### src/rtl/ssp_pkg.sv
// Shared definitions for the SSP transmit path: FSM states, interrupt bit
// positions and default geometry.
package ssp_pkg;

  localparam int SSP_DATA_W     = 8;
  localparam int SSP_FIFO_DEPTH = 4;

  localparam int SSP_INT_FULL = 1;
  localparam int SSP_INT_HALF = 0;

  typedef enum logic [1:0] {
    IDLE  = 2'd0,
    SYNC  = 2'd1,
    SHIFT = 2'd2
  } ssp_state_e;

endpackage

### src/rtl/ssp_tx_fifo.sv
// Synchronous TX FIFO. A pop of an empty FIFO is ignored; a push into a full
// FIFO is accepted only when a pop frees a slot in the same cycle.
module ssp_tx_fifo
  import ssp_pkg::*;
#(
  parameter int  DATA_W     = SSP_DATA_W,
  parameter int  FIFO_DEPTH = SSP_FIFO_DEPTH,
  localparam int AW         = $clog2(FIFO_DEPTH),
  localparam int CW         = AW + 1
) (
  input  logic              clk,
  input  logic              clear,
  input  logic              i_push,
  input  logic [DATA_W-1:0] i_wdata,
  input  logic              i_pop,
  output logic [DATA_W-1:0] o_rdata,
  output logic [CW-1:0]     o_count,
  output logic [CW-1:0]     o_count_nxt
);

  logic [DATA_W-1:0] r_mem [FIFO_DEPTH];
  logic [AW-1:0]     r_wr_ptr;
  logic [AW-1:0]     r_rd_ptr;
  logic [CW-1:0]     r_count;

  logic w_full;
  logic w_empty;
  logic w_pop_ok;
  logic w_push_ok;

  assign w_full    = (r_count == CW'(FIFO_DEPTH));
  assign w_empty   = (r_count == '0);
  assign w_pop_ok  = i_pop & ~w_empty;
  assign w_push_ok = i_push & (~w_full | w_pop_ok);

  always_comb begin
    o_count_nxt = r_count;
    case ({w_push_ok, w_pop_ok})
      2'b10:   o_count_nxt = r_count + CW'(1);
      2'b01:   o_count_nxt = r_count - CW'(1);
      default: o_count_nxt = r_count;
    endcase
  end

  // Storage is never reset; stale entries are unreachable once the pointers clear.
  always_ff @(posedge clk) begin
    if (w_push_ok) begin
      r_mem[r_wr_ptr] <= i_wdata;
    end
  end

  always_ff @(posedge clk) begin
    if (clear) begin
      r_wr_ptr <= '0;
      r_rd_ptr <= '0;
      r_count  <= '0;
    end else begin
      if (w_push_ok) begin
        r_wr_ptr <= r_wr_ptr + AW'(1);
      end
      if (w_pop_ok) begin
        r_rd_ptr <= r_rd_ptr + AW'(1);
      end
      r_count <= o_count_nxt;
    end
  end

  assign o_rdata = r_mem[r_rd_ptr];
  assign o_count = r_count;

endmodule

### src/rtl/ssp_tx_ctrl.sv
// SSP transmitter: buffers host bytes and sends them MSB-first in TI-style
// frames timed by the CMU phi1/phi2 strobes.
module ssp_tx_ctrl
  import ssp_pkg::*;
#(
  parameter int DATA_W     = SSP_DATA_W,
  parameter int FIFO_DEPTH = SSP_FIFO_DEPTH
) (
  input  logic              clk,
  input  logic              clear,
  input  logic              phi1,
  input  logic              phi2,
  input  logic              psel,
  input  logic              pwrite,
  input  logic [DATA_W-1:0] pwdata,
  output logic              ssptxd,
  output logic              sspfssout,
  output logic              sspclkout,
  output logic              ssp_oe_b,
  output logic [1:0]        ssp_int_o
);

  localparam int CW = $clog2(FIFO_DEPTH) + 1;
  localparam int BW = (DATA_W > 1) ? $clog2(DATA_W) : 1;

  ssp_state_e        r_state;
  ssp_state_e        w_state_nxt;
  logic [DATA_W-1:0] r_shift;
  logic [DATA_W-1:0] w_shift_nxt;
  logic [BW-1:0]     r_bitcnt;
  logic [BW-1:0]     w_bitcnt_nxt;
  logic              r_txd;
  logic              w_txd_nxt;
  logic              r_fss;
  logic              w_fss_nxt;
  logic              r_oe_b;
  logic              w_oe_b_nxt;
  logic              r_sclk;
  logic              w_sclk_nxt;
  logic [1:0]        r_int;
  logic [1:0]        w_int_nxt;

  logic              w_push;
  logic              w_pop;
  logic [DATA_W-1:0] w_fifo_rdata;
  logic [CW-1:0]     w_fifo_count;
  logic [CW-1:0]     w_fifo_count_nxt;
  logic              w_fifo_has_data;

  assign w_push          = psel & pwrite;
  assign w_fifo_has_data = (w_fifo_count != '0);

  ssp_tx_fifo #(
    .DATA_W     (DATA_W),
    .FIFO_DEPTH (FIFO_DEPTH)
  ) u_fifo (
    .clk         (clk),
    .clear       (clear),
    .i_push      (w_push),
    .i_wdata     (pwdata),
    .i_pop       (w_pop),
    .o_rdata     (w_fifo_rdata),
    .o_count     (w_fifo_count),
    .o_count_nxt (w_fifo_count_nxt)
  );

  // Frame sequencing only advances on phi1; without it every output holds,
  // which is what makes a CMU hold freeze the link cleanly.
  always_comb begin
    w_state_nxt  = r_state;
    w_shift_nxt  = r_shift;
    w_bitcnt_nxt = r_bitcnt;
    w_txd_nxt    = r_txd;
    w_fss_nxt    = r_fss;
    w_oe_b_nxt   = r_oe_b;
    w_pop        = 1'b0;
    if (phi1) begin
      case (r_state)
        IDLE: begin
          if (w_fifo_has_data) begin
            w_pop       = 1'b1;
            w_shift_nxt = w_fifo_rdata;
            w_fss_nxt   = 1'b1;
            w_oe_b_nxt  = 1'b0;
            w_state_nxt = SYNC;
          end
        end
        SYNC: begin
          w_txd_nxt    = r_shift[DATA_W-1];
          w_fss_nxt    = 1'b0;
          w_bitcnt_nxt = BW'(DATA_W - 1);
          w_state_nxt  = SHIFT;
        end
        SHIFT: begin
          if (r_bitcnt != '0) begin
            w_shift_nxt  = {r_shift[DATA_W-2:0], 1'b0};
            w_txd_nxt    = r_shift[DATA_W-2];
            w_bitcnt_nxt = r_bitcnt - BW'(1);
          end else if (w_fifo_has_data) begin
            w_pop       = 1'b1;
            w_shift_nxt = w_fifo_rdata;
            w_fss_nxt   = 1'b1;
            w_txd_nxt   = 1'b0;
            w_state_nxt = SYNC;
          end else begin
            w_txd_nxt   = 1'b0;
            w_oe_b_nxt  = 1'b1;
            w_state_nxt = IDLE;
          end
        end
        default: begin
          w_state_nxt = IDLE;
        end
      endcase
    end
  end

  // Serial clock rises on phi1 and falls on phi2 while a frame is live; phi1 wins a tie.
  always_comb begin
    w_sclk_nxt = r_sclk;
    if (w_state_nxt == IDLE) begin
      w_sclk_nxt = 1'b0;
    end else if (phi1) begin
      w_sclk_nxt = 1'b1;
    end else if (phi2) begin
      w_sclk_nxt = 1'b0;
    end
  end

  always_comb begin
    w_int_nxt               = 2'b00;
    w_int_nxt[SSP_INT_FULL] = (w_fifo_count_nxt == CW'(FIFO_DEPTH));
    w_int_nxt[SSP_INT_HALF] = (w_fifo_count_nxt <= CW'(FIFO_DEPTH / 2));
  end

  always_ff @(posedge clk) begin
    if (clear) begin
      r_state  <= IDLE;
      r_shift  <= '0;
      r_bitcnt <= '0;
      r_txd    <= 1'b0;
      r_fss    <= 1'b0;
      r_oe_b   <= 1'b1;
      r_sclk   <= 1'b0;
      r_int    <= 2'b01;
    end else begin
      r_state  <= w_state_nxt;
      r_shift  <= w_shift_nxt;
      r_bitcnt <= w_bitcnt_nxt;
      r_txd    <= w_txd_nxt;
      r_fss    <= w_fss_nxt;
      r_oe_b   <= w_oe_b_nxt;
      r_sclk   <= w_sclk_nxt;
      r_int    <= w_int_nxt;
    end
  end

  assign ssptxd    = r_txd;
  assign sspfssout = r_fss;
  assign sspclkout = r_sclk;
  assign ssp_oe_b  = r_oe_b;
  assign ssp_int_o = r_int;

endmodule

### config.mk
export PLATFORM = sky130hd
export DESIGN_NAME = ssp_tx_ctrl
export DESIGN_NICKNAME = d
export VERILOG_FILES = /design/src/rtl/ssp_pkg.sv /design/src/rtl/ssp_tx_fifo.sv /design/src/rtl/ssp_tx_ctrl.sv
export SDC_FILE = /design/constraint.sdc
export NUM_CORES = 1
export LEC_CHECK = 0
export CORE_MARGIN = 10
export CORE_UTILIZATION = 30
export DETAILED_ROUTE_END_ITERATION = 7
export PLACE_DENSITY = 0.57
export SLEW_MARGIN = 20
export SYNTH_ARGS = -nofsm -noshare
export SYNTH_HDL_FRONTEND = slang
export SYNTH_SLANG_ARGS = --single-unit
### constraint.sdc
create_clock -name clk -period 6.8 [get_ports clk]
set_input_delay 2.04 -clock clk [delete_from_list [all_inputs] [get_ports clk]]
set_output_delay 2.04 -clock clk [all_outputs]
set_load 0.01 [all_outputs]
Yosys cells after proc, flatten, opt, wreduce, memory -nomap -nowiden
Memory sizes are Yosys's and may differ from the RTL's. A register that Yosys moved wholly into a read port is not among the register bits.
Index checks and enable logic that the tools add are counted.
Widths: inputs -> output; s select.

operators by class
  add/subtract/negate cells = 5
  $lt $le $gt $ge = 1
  equal/unequal tests = 10
  multiplexer cells = 30
  bitwise gates (word level) = 6
  reductions and logical operators = 15

operator list
  operator             number
  $mux 8               2
  $pmux 8 s2           1
  $mux 1               14
  $pmux 3 s2           2
  $mux 2               5
  $reduce_bool 3->1    3
  $ne 2x2->1 const B   4
  $eq 3x3->1 const B   2
  $pmux 1 s2           3
  $pmux 2 s3           1
  $reduce_and 3->1     2
  $reduce_bool 2->1    3
  $sub 3x1->3 const B  2
  $reduce_and 5->1     1
  $add 2x1->2 const B  2
  $eq 2x1->1 const B   2
  $eq 2x2->1 const B   2
  $logic_not 2->1      2
  $reduce_and 2->1     2
  $add 3x1->3 const B  1
  $and 1x1->1          3
  $le 3x2->1 const B   1
  $logic_not 3->1      1
  $mux 3               1
  other kinds (4)      5

storage, ports and cells
  register bits after elaboration = 26
  bits in writable memories = 32
  input port bits = 14
  output and inout port bits = 6
  logic and storage cells = 79
  memories = 1

memory list
  memory        depth  width  read ports  clocked after memory_dff  write ports  line               text
  u_fifo.r_mem  4      8      1           1                         1            ssp_tx_fifo.sv:21  logic [DATA_W-1:0] r_mem [FIFO_DEPTH];

Depth between registers and ports, before layout
Gate-level depths: netlist of run 1.

  word-level depth = 11
  depth in mapped cells = 12
  depth with buffers taken out = 11

By module
Synthesis of run 1 repeated with hierarchy kept, for this count alone.

unflattened totals
  cell total of the unflattened synthesis = 223
  area, all modules = 2762.6 µm²

modules (own cells, without submodules)
  module       times used  cells each  area each (µm²)  seq. area each (µm²)
  ssp_tx_fifo  1           109         1731.7           1141.1
  ssp_tx_ctrl  1           114         1031.0           380.4

Least setup slack after synthesis of run 1
OpenSTA, ideal clock, no wires.

  kind = input to register
  start point = input port phi1
  end point = register r_int[1] (netlist: ssp_int_o[1])
  library setup time = 0.117 ns
  arrival time = 3.681 ns
  data required time = 6.683 ns
  setup slack = 3.002 ns
  stages = 10
  buffers on the path = 1
  cell sequence = buf_4 > nand2_2 > o21ai_4 > nand3_1 > fa_1 > and3b_1 > o211ai_1 > a32oi_1 > a21oi_2 > nor2b_1

on the way
  longest elaborated chain between the ends = 7
  elaborated cells on any way between the ends = 8
  classes of those cells = eq/ne: 3; mux: 2; bitwise: 3

ends and longest elaborated chain
  what                                      line                text
  from (decl)                               ssp_tx_ctrl.sv:11   input logic phi1,
  $mux 1 *                                  ssp_tx_ctrl.sv:77   if (phi1) begin
  $and 1x1->1 *                             ssp_tx_fifo.sv:33   assign w_pop_ok = i_pop & ~w_empty;
  $or 1x1->1                                ssp_tx_fifo.sv:34   assign w_push_ok = i_push & (~w_full | w_pop_ok);
  $and 1x1->1                               ssp_tx_fifo.sv:34
  $eq 2x1->1 or $eq 2x2->1 (tied branches)  ssp_tx_fifo.sv:38   case ({w_push_ok, w_pop_ok})
  $pmux 3 s2 *                              ssp_tx_fifo.sv:38
  $eq 3x3->1 *                              ssp_tx_ctrl.sv:132  w_int_nxt[SSP_INT_FULL] = (w_fifo_count_nxt == CW'(FIFO_DEPTH));
  to (signal assigned)                      ssp_tx_ctrl.sv:154  r_int <= w_int_nxt;
  to (decl)                                 ssp_tx_ctrl.sv:40   logic [1:0] r_int;

Mark *: on every way between the ends. The rest lies on a longest branch, timed or not.
A chain may end at the register's enable or synchronous reset.

Final worst setup path of run 1
  start point = input port phi1
  end point = register r_int[0] (netlist: ssp_int_o[0])

on the way
  longest elaborated chain between the ends = 7
  elaborated cells on any way between the ends = 8
  classes of those cells = order compare: 1; eq/ne: 2; mux: 2; bitwise: 3

ends and longest elaborated chain
  what                                      line                text
  $mux 1 *                                  ssp_tx_ctrl.sv:77
  $and 1x1->1 *                             ssp_tx_fifo.sv:33
  $or 1x1->1                                ssp_tx_fifo.sv:34
  $and 1x1->1                               ssp_tx_fifo.sv:34
  $eq 2x1->1 or $eq 2x2->1 (tied branches)  ssp_tx_fifo.sv:38
  $pmux 3 s2 *                              ssp_tx_fifo.sv:38
  $le 3x2->1 *                              ssp_tx_ctrl.sv:133  w_int_nxt[SSP_INT_HALF] = (w_fifo_count_nxt <= CW'(FIFO_DEPTH / 2));

Marked as above.

==> results of run 1 <==
-- kinds of logic after synthesis --
kind of cell             count (synthesis)  share of synthesized area
adder cells (fa/ha/maj)                 11                     0.0529
XOR/XNOR                                 5                     0.0160
AO/OA/AOI/OAI                           48                      0.133
buffers and inverters                   23                     0.0411
AND/OR/NAND/NOR                         55                      0.107
multiplexers                            16                     0.0954
flip-flops                              60                      0.555
-- cell usage after synthesis (4+ instances only) --
cell / number / area (µm²)
dfxtp_1: 28 / 561
nand3_1: 4 / 20.0
inv_1: 11 / 41.3
clkbuf_1: 4 / 15.0
a21oi_1: 8 / 40.0
mux2i_1: 7 / 70.1
edfxtp_1: 32 / 961
a211oi_1: 6 / 45.0
and2_1: 5 / 31.3
a221oi_1: 4 / 35.0
nor2_1: 16 / 60.1
nand2_1: 12 / 45.0
ha_1: 10 / 125
mux4_2: 8 / 180
-- stage by stage --
step,utilization,area (µm²),setup WS (ns),power [mW],hold WS [ns]
2_1_floorplan,-,2740,3.00,0.823,0.447
3_3_place_gp,0.340,3000,1.97,0.905,0.468
3_5_place_dp,0.340,3000,1.95,0.909,0.471
4_1_cts,0.361,3180,2.30,1.21,0.481
5_1_grt,0.360,3170,2.10,1.28,0.501
6_report,0.360,3170,2.30,1.19,0.475
-- worst paths after layout --
path              startpoint      endpoint  slack, ns
setup / recovery        phi1  ssp_int_o[0]       2.30
hold / removal    r_shift[1]    r_shift[1]       0.48
setup reg to reg  r_state[0]  ssp_int_o[0]       4.13
hold reg to reg   r_shift[1]    r_shift[1]       0.48
-- state kept, by name (all words and copies together) (netlist names), 2 cells and up, named ones only --
| register | flops |
|---|---|
| u_fifo.r_mem | 32 |
| r_shift | 8 |
| r_bitcnt | 3 |
| u_fifo.o_count | 3 |
| r_state | 2 |
| ssp_int_o | 2 |
| u_fifo.r_rd_ptr | 2 |
| u_fifo.r_wr_ptr | 2 |
-- critical path, delay by kind of cell --
kind	cells	cell delay, ns
buffers and inverters	1	0.89
and+or+nand+nor	4	0.72
AOI/OAI and AO/OA	4	0.70
adders and majority gates	1	0.40
-- power groups by stage --
stage	Clock (mW)	Combinational, mW	Sequential [mW]
detailed placement	0	0.404	0.504
global placement	0	0.401	0.504
floorplan	0	0.339	0.483
global route	0.319	0.451	0.507
CTS	0.302	0.407	0.497
finish	0.290	0.403	0.496
-- layout make-up --
type / instances / share of cell area
clock buffers: 9 / 0.0391
multi-input cells: 135 / 0.349
well taps: 108 / 0.0426
flip-flops and latches: 60 / 0.480
repair buffers: 19 / 0.0584
inverters: 11 / 0.0130
clock inverters: 7 / 0.0181
-- layer usage --
metal,track usage,share of wire,vias up
met5,0,0,-
met4,0.0329,0.0084,0
met3,0.0393,0.052,5
met2,0.125,0.46,41
met1,0.0983,0.48,854
li1,-,-,850
==> impl_metrics.ini, run 1 <==
[run_status]
status = completed

[routing]
vias_per_cell = 5.01
routedWlPerCell_um = 14.8
drt_iter0_markers = 103
drt_pass1_iterations = 4
route.detailed.drc = 0
ant_nets = 0
routed_wl_um = 5150
vias = 1750

[logic_synthesis]
async_flop_share = 0
ys_seq_area_frac = 0.555
syn-num-nets = 243
synth.avg_cell_area_um2 = 12.6
synth_edf_count = 32
ys_ff_latch = 60
yosys_most_used_dff = edfxtp_1
synth.distinct_cells = 53
synth.yosys.warnings = 0
syn_area_mm2 = 0.00274
syn_inst = 218

[clocking]
htree_levels = 3
clk_path_buf_depth = 2
ctsResizeCount = 0
clock-root-buffer = clkbuf_8
cts.sinks = 60
cts_tree = done
cts_buffers = 9
clk-insertion-delay-late_ns = 0.34
post_cts_buffers = 0
cts_hold_buffers = 0
path_clk_slew_ns = 0.07

[final_layout]
mostFrequentLayoutCells = 32 x edfxtp_1, 28 x dfxtp_1, 18 x clkdlybuf4s50_1
antenna_cells = 0
multi_input_area_mm2 = 0.00111
final_cells = 349
syn_to_final_growth_pct = 15.7
layout_commonest_cell = edfxtp_1
num-fill-cells = 871
ff_latch_area_mm2 = 0.00152
nNetsFinal = 261
drive_above_1_share = 0.154

[placement]
hpwl_um = 3550
io_buffer_count = 19
place.gp.congestion = 0.821
place_inst = 333

[global_route]
antenna_found_initial = 0
grt_pass1_vias = 1736
overflow = 0
grt_max_degree = 28
track_usage = 0.0823
grt_first_pass_wirelength_um = 8510

[sta]
grt_setup_unrepaired = false
min_period_ns = 4.50
worst_pin_slew_ns = 0.654
fin_crit_sh = 0.662
drv_slew = 0
slew_headroom = 0.562
finClkSkew_ns = 0.00885
setup_viol = 0
finalSetupTns_ns = 0
hold_viol = 0
max_freq_mhz = 222

[power]
power_switching_mw = 0.419
pwr-share-comb = 0.339
seq_power_share = 0.417
netSwitchingFraction = 0.353
p_int_mw = 0.769
power.density_mw_per_mm2 = 375
peakVddDrop_mv = 0.141
p_leak_nw = 1.08
p_clk_frac = 0.244

[worst_setup_path]
worstSetupStartpointType = input pin
cpPeakStageDelay_ns = 0.89
cp_data_arrival_time_ns = 4.77
crit_slowest_cell = clkdlybuf4s50_1
critPathRequiredTime_ns = 7.06
crit_chain = clkdlybuf4s50_1 -> nand2_2 -> o21ai_4 -> nand3_1 -> fa_1 -> and3b_1 -> o211ai_1 -> a32oi_1 -> a21oi_2 -> nor3_1
end_kind = register
r2r_cells = 11
worstSetupPathType = input pin to register
cp_max_fo = 20

[floorplanning]
die_h_um = 116
dieArea_mm2 = 0.0134
rows = 34
die_x_um = 116
ios = 20
core-area_mm2 = 0.00881
initial_core_util = 0.311

[min_path]
hp-class = register to register
hold_path_depth = 2

[job]
cap_violations = 0
(Power assumes the default switching activity.)
==> inputs of run 2 (changes only) <==
==> constraint.sdc (replaced) <==
create_clock -name clk -period 4.5 [get_ports clk]
set_input_delay 1.35 -clock clk [delete_from_list [all_inputs] [get_ports clk]]
set_output_delay 1.35 -clock clk [all_outputs]
set_load 0.01 [all_outputs]
==> run 2 against run 1 <==
Compared with the run above:
- routed wire length is 1.1% lower
- utilization grew 0.61 points
- clock-buffer cell count did not move
- register-to-register slack worse by 2.3 ns
- setup slack got worse by 1.2 ns
- die area stayed put
- clock power up 80%
- final cell count increased by 0.57%
- combinational power up 53%
- critical path depth stayed put
- via count is 0.74% lower
- critical endpoint unchanged
==> impl_metrics.ini, run 2 (synthesized netlist as in run 1, its figures left out) <==
[routing]
vias = 1737
routedWlPerCell_um = 14.5
routed_wl_um = 5090
vias_per_cell = 4.95
drt_iter0_markers = 37
drt_pass1_iterations = 4
ant_nets = 0
route.detailed.drc = 0

[clocking]
cts_tree = done
ctsResizeCount = 0
cts_hold_buffers = 0
path_clk_slew_ns = 0.07
post_cts_buffers = 0
clk-insertion-delay-late_ns = 0.34
clk_path_buf_depth = 2
cts_buffers = 9
cts.sinks = 60
htree_levels = 3
clock-root-buffer = clkbuf_8

[worst_setup_path]
worstSetupPathType = input pin to register
reg2reg_from = r_state[0]
startpoint = phi1
crit_chain = clkdlybuf4s50_1 -> nand2_2 -> o21ai_4 -> nand3_1 -> fa_1 -> and3b_1 -> o211ai_1 -> a32oi_1 -> a21oi_2 -> nor3_1
cp_max_fo = 8
r2r_slack_ns = 1.84
worstSetupStartpointType = input pin
critPathRequiredTime_ns = 4.77
cpPeakStageDelay_ns = 0.59
crit_slowest_cell = clkdlybuf4s50_1
cp_data_arrival_time_ns = 3.71
end_kind = register

[final_layout]
final_area_mm2 = 0.00323
antenna_cells = 0
nNetsFinal = 263
drive_above_1_share = 0.148
mostFrequentLayoutCells = 32 x edfxtp_1, 28 x dfxtp_1, 19 x clkdlybuf4s50_1
reg_top3 = u_fifo.r_mem (32), r_shift (8)
syn_to_final_growth_pct = 17.7
layout_commonest_cell = edfxtp_1
fin_util = 0.366
regMostFlops = u_fifo.r_mem
num-fill-cells = 851
largest_reg_flops = 32

[run_status]
status = completed

[placement]
io_buffer_count = 19
place.gp.congestion = 0.785
placed_area_mm2 = 0.00301
hpwl_um = 3520

[global_route]
track_usage = 0.0824
antenna_found_initial = 0
grt_max_degree = 20
grt_pass1_vias = 1710
overflow = 0
grt_first_pass_wirelength_um = 8470

[sta]
finClkSkew_ns = 0.00831
hold_viol = 0
max_freq_mhz = 290
setup_viol = 0
fin_crit_sh = 0.766
finalSetupTns_ns = 0
min_period_ns = 3.45
grt_setup_unrepaired = false
drv_slew = 0
slew_headroom = 0.484
worst_pin_slew_ns = 0.772

[floorplanning]
initial_core_util = 0.311
rows = 34
core-area_mm2 = 0.00881
die_x_um = 116
die_h_um = 116
dieArea_mm2 = 0.0134
ios = 20

[min_path]
hp-start = r_shift[1]
hp-class = register to register

[power]
p_leak_nw = 1.10
power.density_mw_per_mm2 = 584
peakVddDrop_mv = 0.178

[job]
cap_violations = 0
run 2: critical path, delay by kind of cell:
family	cells	cell delay [ns]
fa+ha+maj	1	0.40
compound gates	4	0.71
buf+inv	1	0.59
simple gates	4	0.66
run 2: final cells by class:
class                   instances  area, µm²  share of cell area
flip-flops and latches         60       1520               0.472
clock inverters                 7       91.3              0.0283
clock buffers                   9        124              0.0384
inverters                      11       41.3              0.0128
multi-input cells             135       1110               0.343
repair buffers                 21        205              0.0636
well taps                     108        135              0.0419
run 2: final timing paths:
kind                       end  cells past startpoint
setup / recovery  ssp_int_o[0]                     10
hold / removal      r_shift[1]                      2
setup reg to reg  ssp_int_o[0]                     11
hold reg to reg     r_shift[1]                      2
run 2: where the power goes:
part           internal (mW)  switching, mW  leakage [nW]
Combinational          0.291          0.323         0.478
Sequential             0.667         0.0801         0.519
Clock                  0.308          0.214         0.101
run 2: stage by stage:
| step | worst slack, ns | std cells | power [mW] | hold WS, ns |
|---|---|---|---|---|
| global route | 0.859 | 351 | 2.02 | 0.506 |
| floorplan | 1.39 | 218 | 1.24 | 0.447 |
| CTS | 1.07 | 351 | 1.90 | 0.478 |
| detailed placement | 0.721 | 335 | 1.37 | 0.467 |
| global placement | 0.785 | 335 | 1.37 | 0.467 |
| finish | 1.05 | 351 | 1.88 | 0.472 |
run 2: routing by layer:
| layer | track usage | vias to the layer above | routed length (µm) |
|---|---|---|---|
| li1 | - | 855 | - |
| met1 | 0.106 | 816 | 2470 |
| met2 | 0.115 | 52 | 2180 |
| met3 | 0.0341 | 14 | 332 |
| met4 | 0.0439 | 0 | 113 |
| met5 | 0 | - | 0 |
==> inputs of run 3 (changes only) <==
==> constraint.sdc (replaced) <==
create_clock -name clk -period 3.33 [get_ports clk]
set_input_delay 0.999 -clock clk [delete_from_list [all_inputs] [get_ports clk]]
set_output_delay 0.999 -clock clk [all_outputs]
set_load 0.01 [all_outputs]
==> run 3 against run 2 <==
Compared with the run above:
- power rose by 30%
- sequential cell count did not move
- sequential share of layout area rose by 0.18 points
- clock skew rose by 0.0034 ns
- non-clock buffer count rose by 3
- first-iteration DRC count rose by 120%
- setup slack got worse by 0.67 ns
- register-to-register slack got worse by 1.1 ns
- final area fell by 0.39%
- final cell count rose by 0.85%
- global-route usage barely moved
- sequential power rose by 35%
- largest cell class unchanged
==> impl_metrics.ini, run 3 (synthesized netlist as in run 1, its figures left out) <==
[run_status]
status = completed

[placement]
placed_area_mm2 = 0.00303
hpwl_um = 3500
io_buffer_count = 19
place.gp.congestion = 0.811

[worst_setup_path]
end_kind = register
crit_chain = clkdlybuf4s50_1 -> nand2_2 -> o21ai_4 -> nand3_1 -> fa_1 -> and3b_1 -> o211ai_1 -> a32oi_1 -> a21oi_2 -> nor3_1
r2r_cells = 11
critPathRequiredTime_ns = 3.59
crit_slowest_cell = clkdlybuf4s50_1
endpoint = ssp_int_o[0]
cp_data_arrival_time_ns = 3.20
worst-path-buf-inv = 1
worstSetupPathType = input pin to register
r2r_slack_ns = 0.76
path_depth = 10
worstSetupStartpointType = input pin
reg2reg_from = r_state[0]
startpoint = phi1
reg2reg_to = ssp_int_o[0]
cp_max_fo = 4
cpPeakStageDelay_ns = 0.55
critPathTopFamily = simple AND/OR/NAND/NOR gates

[global_route]
grt_pass1_vias = 1723
grt_max_degree = 20
overflow = 0
antenna_found_initial = 0
grt_first_pass_wirelength_um = 8550
track_usage = 0.0822

[routing]
route.detailed.drc = 0
vias_per_cell = 4.94
vias = 1750
drt_pass1_iterations = 4
routedWlPerCell_um = 14.3
drt_iter0_markers = 83
routed_wl_um = 5050
ant_nets = 0

[power]
p_int_mw = 1.58
peakVddDrop_mv = 0.295
seq_power_share = 0.413
pwr-share-comb = 0.344
power.density_mw_per_mm2 = 761
p_leak_nw = 1.10
netSwitchingFraction = 0.354
p_clk_frac = 0.243
power_switching_mw = 0.865

[clocking]
clk_path_buf_depth = 2
cts_hold_buffers = 0
clock-root-buffer = clkbuf_8
ctsResizeCount = 0
htree_levels = 3
cts_buffers = 9
post_cts_buffers = 0
clk-insertion-delay-late_ns = 0.34
cts_tree = done
path_clk_slew_ns = 0.07
cts.sinks = 60

[sta]
max_freq_mhz = 340
finalSetupTns_ns = 0
worst_pin_slew_ns = 0.579
slew_headroom = 0.613
grt_setup_unrepaired = false
min_period_ns = 2.94
finClkSkew_ns = 0.0117
setup_viol = 0
drv_slew = 0
hold_viol = 0
fin_crit_sh = 0.884

[floorplanning]
initial_core_util = 0.311
rows = 34
dieArea_mm2 = 0.0134
die_h_um = 116
ios = 20
core-area_mm2 = 0.00881
die_x_um = 116

[final_layout]
drive_above_1_share = 0.167
regMostFlops = u_fifo.r_mem
final_area_mm2 = 0.00321
mostFrequentLayoutCells = 32 x edfxtp_1, 28 x dfxtp_1, 19 x clkdlybuf4s50_1
reg_top3 = u_fifo.r_mem (32), r_shift (8)
antenna_cells = 0
largest_reg_flops = 32
nNetsFinal = 266
syn_to_final_growth_pct = 17.2
layout_commonest_cell = edfxtp_1
num-fill-cells = 857

[min_path]
hp-class = register to register

[job]
cap_violations = 0
## run 3: changes by cell type in the layout (fill, tap and decap cells not counted), sizes merged
| cell | change |
|---|---|
| buf | +3 |
| bufinv | -2 |
| clkinvlp | -1 |
| inv | +3 |
## run 3: how the worst min path moves through the flow
| stage | from | to | slack [ns] | depth (start not counted) |
|---|---|---|---|---|
| after floorplan | r_shift[1] | r_shift[1] | 0.45 | 2 |
| after global placement | r_shift[7] | r_shift[7] | 0.47 | 2 |
| after detailed placement | r_shift[1] | r_shift[1] | 0.46 | 2 |
| after CTS | r_shift[1] | r_shift[1] | 0.47 | 2 |
| after global routing | r_shift[1] | r_shift[1] | 0.52 | 2 |
| final | r_shift[1] | r_shift[1] | 0.47 | 2 |
## run 3: metal layers
| metal | global-route usage | vias to the layer above | part of all wire |
|---|---|---|---|
| li1 | - | 860 | - |
| met5 | 0 | - | 0 |
| met4 | 0.0253 | 0 | 0.013 |
| met3 | 0.0377 | 10 | 0.056 |
| met2 | 0.118 | 55 | 0.43 |
| met1 | 0.108 | 825 | 0.50 |
## run 3: through the flow
stage / hold slack (ns) / std cells / util / setup slack [ns] / power, mW
2_1_floorplan: 0.447 / 218 / - / 0.573 / 1.68
3_3_place_gp: 0.466 / 338 / 0.344 / 0.133 / 1.86
3_5_place_dp: 0.460 / 338 / 0.344 / 0.0660 / 1.86
4_1_cts: 0.473 / 354 / 0.365 / 0.395 / 2.46
5_1_grt: 0.519 / 354 / 0.365 / 0.268 / 2.62
6_report: 0.467 / 354 / 0.365 / 0.386 / 2.44
## run 3: layout make-up
class	instances	area (µm²)	share of cell area
clock buffer	9	124	0.0386
inverter	11	41.3	0.0129
multi-input combinational	135	1110	0.345
clock inverter	7	56.3	0.0175
tap	108	135	0.0421
timing repair buffer	24	228	0.0709
sequential	60	1520	0.474
## run 3: power by group through the flow
stage	registers, mW	logic (mW)	clock network (mW)
2_1_floorplan	0.987	0.693	0
3_3_place_gp	1.03	0.833	0
3_5_place_dp	1.03	0.838	0
4_1_cts	1.01	0.844	0.610
5_1_grt	1.03	0.938	0.650
6_report	1.01	0.842	0.594
## run 3: tightest hold or removal path: stages (launching register included)
cell,delay [ns]
dfxtp_1,0.31
inv_1,0.05
a221oi_1,0.06
